### config.mk
export PLATFORM = sky130hd
export DESIGN_NAME = multicycle_controller
export DESIGN_NICKNAME = d
export VERILOG_FILES = /design/src/rtl/multicycle_controller.sv
export SDC_FILE = /design/constraint.sdc
export NUM_CORES = 1
export LEC_CHECK = 0
export ABC_AREA = 1
export BUFFER_PORTS_ARGS = -buffer_cell sky130_fd_sc_hd__clkbuf_2
export CORE_MARGIN = 2
export CORE_UTILIZATION = 39
export DETAILED_ROUTE_END_ITERATION = 12
export PLACE_DENSITY_LB_ADDON = 0.3
export SYNTH_ARGS = -nofsm -noshare
export SYNTH_HDL_FRONTEND = slang
export SYNTH_SLANG_ARGS = --single-unit
export TNS_END_PERCENT = 100
### constraint.sdc
create_clock -name clk -period 1.1 [get_ports clk]
set_clock_uncertainty 0.1 [all_clocks]
set_input_delay 0.055 -clock clk [delete_from_list [all_inputs] [get_ports clk]]
set_output_delay 0.055 -clock clk [all_outputs]
set_load 0.005 [all_outputs]
### src/rtl/multicycle_controller.sv
`default_nettype none
// ============================================================================
//  Module   : multicycle_controller
//  Purpose  : Moore FSM sequencing a multicycle MIPS datapath (shared
//             instruction/data memory, single ALU, IR, PC). Supports lw, sw,
//             beq, j, addi and R-type; stalls on the memory-ready handshake.
//  Revision : 1.0 - initial release
// ============================================================================
module multicycle_controller #(
    parameter bit USE_MEM_READY = 1'b1
) (
    input  logic       clk,
    input  logic       reset,
    input  logic [5:0] opcode,
    input  logic       mem_ready,
    output logic       pcwrite,
    output logic       branch,
    output logic       iord,
    output logic       wemem,
    output logic       irwrite,
    output logic       werf,
    output logic       rfwasrc,
    output logic       memToRf,
    output logic       alusrca,
    output logic [1:0] alusrcb,
    output logic [1:0] aluop,
    output logic [1:0] pcsrc,
    output logic       illegal,
    output logic [3:0] state
);

    typedef enum logic [3:0] {
        S_FETCH   = 4'd0,
        S_DECODE  = 4'd1,
        S_MEMADR  = 4'd2,
        S_MEMRD   = 4'd3,
        S_MEMWB   = 4'd4,
        S_MEMWR   = 4'd5,
        S_EXECUTE = 4'd6,
        S_ALUWB   = 4'd7,
        S_BRANCH  = 4'd8,
        S_ADDIEX  = 4'd9,
        S_ADDIWB  = 4'd10,
        S_JUMP    = 4'd11
    } state_t;

    localparam logic [5:0] OP_RTYPE = 6'b000000;
    localparam logic [5:0] OP_J     = 6'b000010;
    localparam logic [5:0] OP_BEQ   = 6'b000100;
    localparam logic [5:0] OP_ADDI  = 6'b001000;
    localparam logic [5:0] OP_LW    = 6'b100011;
    localparam logic [5:0] OP_SW    = 6'b101011;

    state_t state_q;
    state_t state_d;
    logic   mem_rdy;

    // Memory handshake can be tied off for zero-wait-state memories
    generate
        if (USE_MEM_READY) begin : g_mem_ready
            assign mem_rdy = mem_ready;
        end else begin : g_no_mem_ready
            assign mem_rdy = 1'b1;
        end
    endgenerate

    // State register; reset abandons any in-flight instruction
    always_ff @(posedge clk or posedge reset) begin
        if (reset) begin
            state_q <= S_FETCH;
        end else begin
            state_q <= state_d;
        end
    end

    assign state = state_q;

    // Next-state and per-state datapath controls (Moore, plus mem_ready in FETCH)
    always_comb begin
        state_d = S_FETCH;
        pcwrite = 1'b0;
        branch  = 1'b0;
        iord    = 1'b0;
        wemem   = 1'b0;
        irwrite = 1'b0;
        werf    = 1'b0;
        rfwasrc = 1'b0;
        memToRf = 1'b0;
        alusrca = 1'b0;
        alusrcb = 2'b00;
        aluop   = 2'b00;
        pcsrc   = 2'b00;
        illegal = 1'b0;

        case (state_q)
            S_FETCH: begin
                alusrcb = 2'b01;          // PC + 4
                irwrite = mem_rdy;
                pcwrite = mem_rdy;
                state_d = mem_rdy ? S_DECODE : S_FETCH;
            end
            S_DECODE: begin
                alusrcb = 2'b11;          // precompute branch target
                case (opcode)
                    OP_LW, OP_SW: state_d = S_MEMADR;
                    OP_RTYPE:     state_d = S_EXECUTE;
                    OP_BEQ:       state_d = S_BRANCH;
                    OP_ADDI:      state_d = S_ADDIEX;
                    OP_J:         state_d = S_JUMP;
                    default: begin
                        state_d = S_FETCH;
                        illegal = 1'b1;
                    end
                endcase
            end
            S_MEMADR: begin
                alusrca = 1'b1;
                alusrcb = 2'b10;
                state_d = (opcode == OP_LW) ? S_MEMRD : S_MEMWR;
            end
            S_MEMRD: begin
                iord    = 1'b1;
                state_d = mem_rdy ? S_MEMWB : S_MEMRD;
            end
            S_MEMWB: begin
                werf    = 1'b1;
                memToRf = 1'b1;
                state_d = S_FETCH;
            end
            S_MEMWR: begin
                // Write enable held through every stall cycle
                iord    = 1'b1;
                wemem   = 1'b1;
                state_d = mem_rdy ? S_FETCH : S_MEMWR;
            end
            S_EXECUTE: begin
                alusrca = 1'b1;
                aluop   = 2'b10;
                state_d = S_ALUWB;
            end
            S_ALUWB: begin
                werf    = 1'b1;
                rfwasrc = 1'b1;
                state_d = S_FETCH;
            end
            S_BRANCH: begin
                alusrca = 1'b1;
                aluop   = 2'b01;
                pcsrc   = 2'b01;
                branch  = 1'b1;
                state_d = S_FETCH;
            end
            S_ADDIEX: begin
                alusrca = 1'b1;
                alusrcb = 2'b10;
                state_d = S_ADDIWB;
            end
            S_ADDIWB: begin
                werf    = 1'b1;
                state_d = S_FETCH;
            end
            S_JUMP: begin
                pcsrc   = 2'b10;
                pcwrite = 1'b1;
                state_d = S_FETCH;
            end
            default: begin
                // Unreachable codes recover to FETCH with all controls idle
                state_d = S_FETCH;
            end
        endcase
    end

endmodule
`default_nettype wire

==> metrics.txt <==
syn_area_per_cell=5.69 um2; RSZ-0062 raised after global routing=yes; area of the mapped netlist=552 um2; Seq/Total Area, Yosys=0.181; Routed WL=1.62 mm; total core area=1320 um2; max FFs per register=4; Synth top area share=0.181; DP HPWL=1.16 mm; Final Total Pwr=1.07 mW; FF-to-FF Start=state[3]; Rows=13; Worst setup SP type=register; setup TNS=-4.51 ns; Fmax=0.713 GHz; Final WS setup=-0.302 ns; Worst VDD drop=0.000856 V; clock network fraction of total power=0.191; NetSw=0.437 mW; antenna diode count=0; CP cell instances=inv_4 > nor2_4 > inv_4 > nor2_4 > a21oi_2 > nand2_1 > clkbuf_2; wire per inst=10.2 um; Leakage=0.578 nW; worst r2r path cells=8; Pint=0.632 mW; IO buf count=28; #FFs+latches synth=4; flop2flop setup slack=-0.21 ns; CTS tree=done; gp weighted congestion=0.875; Hold Crit Depth=3; Layout Area Growth over Synthesis=75.5%; Final Instance Count excl. Fillers=159; layout cells sized above 1=0.604; syn_nets=106; failing checks=negative setup slack; number of global-route vias before repair=619; Hold WC Path Type=in -> reg; delay-heaviest family, CP=flip-flops; drt drc=0; Detailed Routing Iterations Pass 1=4; initial antenna violation count=0; Total GRT Usage=0.193; Reg-to-Reg End=state[0]; worst skew pair latency=0.24 ns; Synth cell types=19; CP startpoint=state[2]; status=finished, violations left; die footprint=1730 um2; final hold vios=0; max cap viols=0; worst-margin pin slew=0.269 ns; TritonCTS sink count=4; critical path class=reg -> out; WP depth=7; final critical-path required period=1.40 ns; number of I/O pins=29; CTS buffer count=3; pin count of the biggest net entering global routing=6; sequential share of power=0.209; initial core utilization=0.419; Yosys warnings=0; worst hold slack=0.0196 ns; Critical Path RT=0.94 ns; number of vias per cell=4.62; first-pass GRT wire length=2.56 mm; Comb pwr share=0.600; nets=154; Max FO, Critical Path=4; Slew Limit Fails=0; Worst EP arrival=1.25 ns; Post-Syn Instances=97; Worst slew margin=0.820; net switching fraction of the power=0.409; Power Density=1100 nW/um2; Die Width=41.6 um; fin crit share=1.27; via count=734; Max clock buf depth=2; Bufs and invs on worst path=3; Setup violations, final=21; grt ovf=0; CP Capture Point=werf; CTS HTree Levels=1; clock root buffer=clkbuf_4; CP peak stage delay=0.43 ns; ANT nets after route=0; crit path capture type=output port; Initial DRC Count=10; top cell type by total area after synthesis=dfrtp_1; Critical-path top delay cell=dfrtp_2; Cells after DPL=146; Area contributors post-synth=dfrtp_1 (18%), nand2_1 (15%), inv_1 (12%), nor2_1 (12%), nor2_4 (8.2%); die height=41.6 um; clock-pin slew on the worst setup and hold paths=0.04 ns
[routing by layer]
layer / share of wire / vias up / global-route usage
met5: 0 / - / 0
met4: 0.028 / 0 / 0.123
met3: 0.040 / 4 / 0.0304
met2: 0.54 / 26 / 0.322
met1: 0.39 / 317 / 0.226
li1: - / 387 / -
[power by group through the flow]
stage	clock network (mW)	logic, mW	registers (mW)
final	0.204	0.641	0.223
after global routing	0.224	0.701	0.227
after CTS	0.204	0.570	0.220
after global placement	0	0.427	0.199
after detailed placement	0	0.431	0.200
after floorplan	0	0.245	0.201
[layout make-up]
class	count	area [um2]
fillers	103	349
repair buffers	44	285
inverters	22	92.6
well taps	15	18.8
flip-flops and latches	4	105
multi-input cells	70	440
clock buffers	4	26.3
[synthesized netlist by cell type]
cell type and n:
buf_4 1, nand2_2 3, o21ai_0 3, a21oi_1 1
nor2_2 4, nor2_4 4, nand2_4 2, o21ai_2 1
o22ai_1 1, nand4_1 1, dfrtp_1 4, o21ai_1 1
inv_1 17, nand3_1 8, nor2_1 17, inv_2 5
o211ai_1 1, nand3_2 1, nand2_1 22
[layout by cell type (no fill, tap or decap), types with 4 or more instances in the layout]
cell type,n
clkbuf_2,21
nand2_1,19
inv_1,14
nor2_1,12
buf_4,9
nor2_4,8
buf_2,7
buf_6,6
nor2_2,5
nand3_1,5
inv_2,4
inv_4,4
nand2_2,4
nand2_4,4
nand3_2,4
dfrtp_2,4
[timing repair]
action,in CTS,in global routing
hold buffers,1,0
resized for setup,23,22
endpoints found under the setup margin,19,23
hold endpoints to repair,4,0
setup buffers,5,4
pin swaps,9,8
[tightest hold or removal path: stages]
cell and delay (ns):
clkbuf_2 0.12, nand2_1 0.07, nand4_1 0.08
[through the flow]
step	cell area (um2)	setup WS, ns	utilization
after CTS	900	-0.288	0.683
after global placement	759	-0.131	0.576
after floorplan	556	-0.0156	-
after global routing	968	-0.372	0.735
final	968	-0.302	0.735
after detailed placement	759	-0.143	0.576
[how the worst min path moves through the flow]
stage / start / to / slack [ns]
CTS: mem_ready / state[2] / 0.01
global route: mem_ready / state[2] / 0.01
global placement: reset / state[0] / -0.18
detailed placement: reset / state[0] / -0.18
floorplan: reset / state[0] / -0.28
finish: mem_ready / state[2] / 0.02
[logic make-up (layout without fill, tap and decap cells)]
family          Yosys count  count (layout)  share of synthesized area
simple gates             62              62                      0.569
flops                     4               4                      0.181
buf+inv                  23              70                      0.163
compound gates            8               8                     0.0862
No activity file was read; power rests on OpenSTA's default activity.
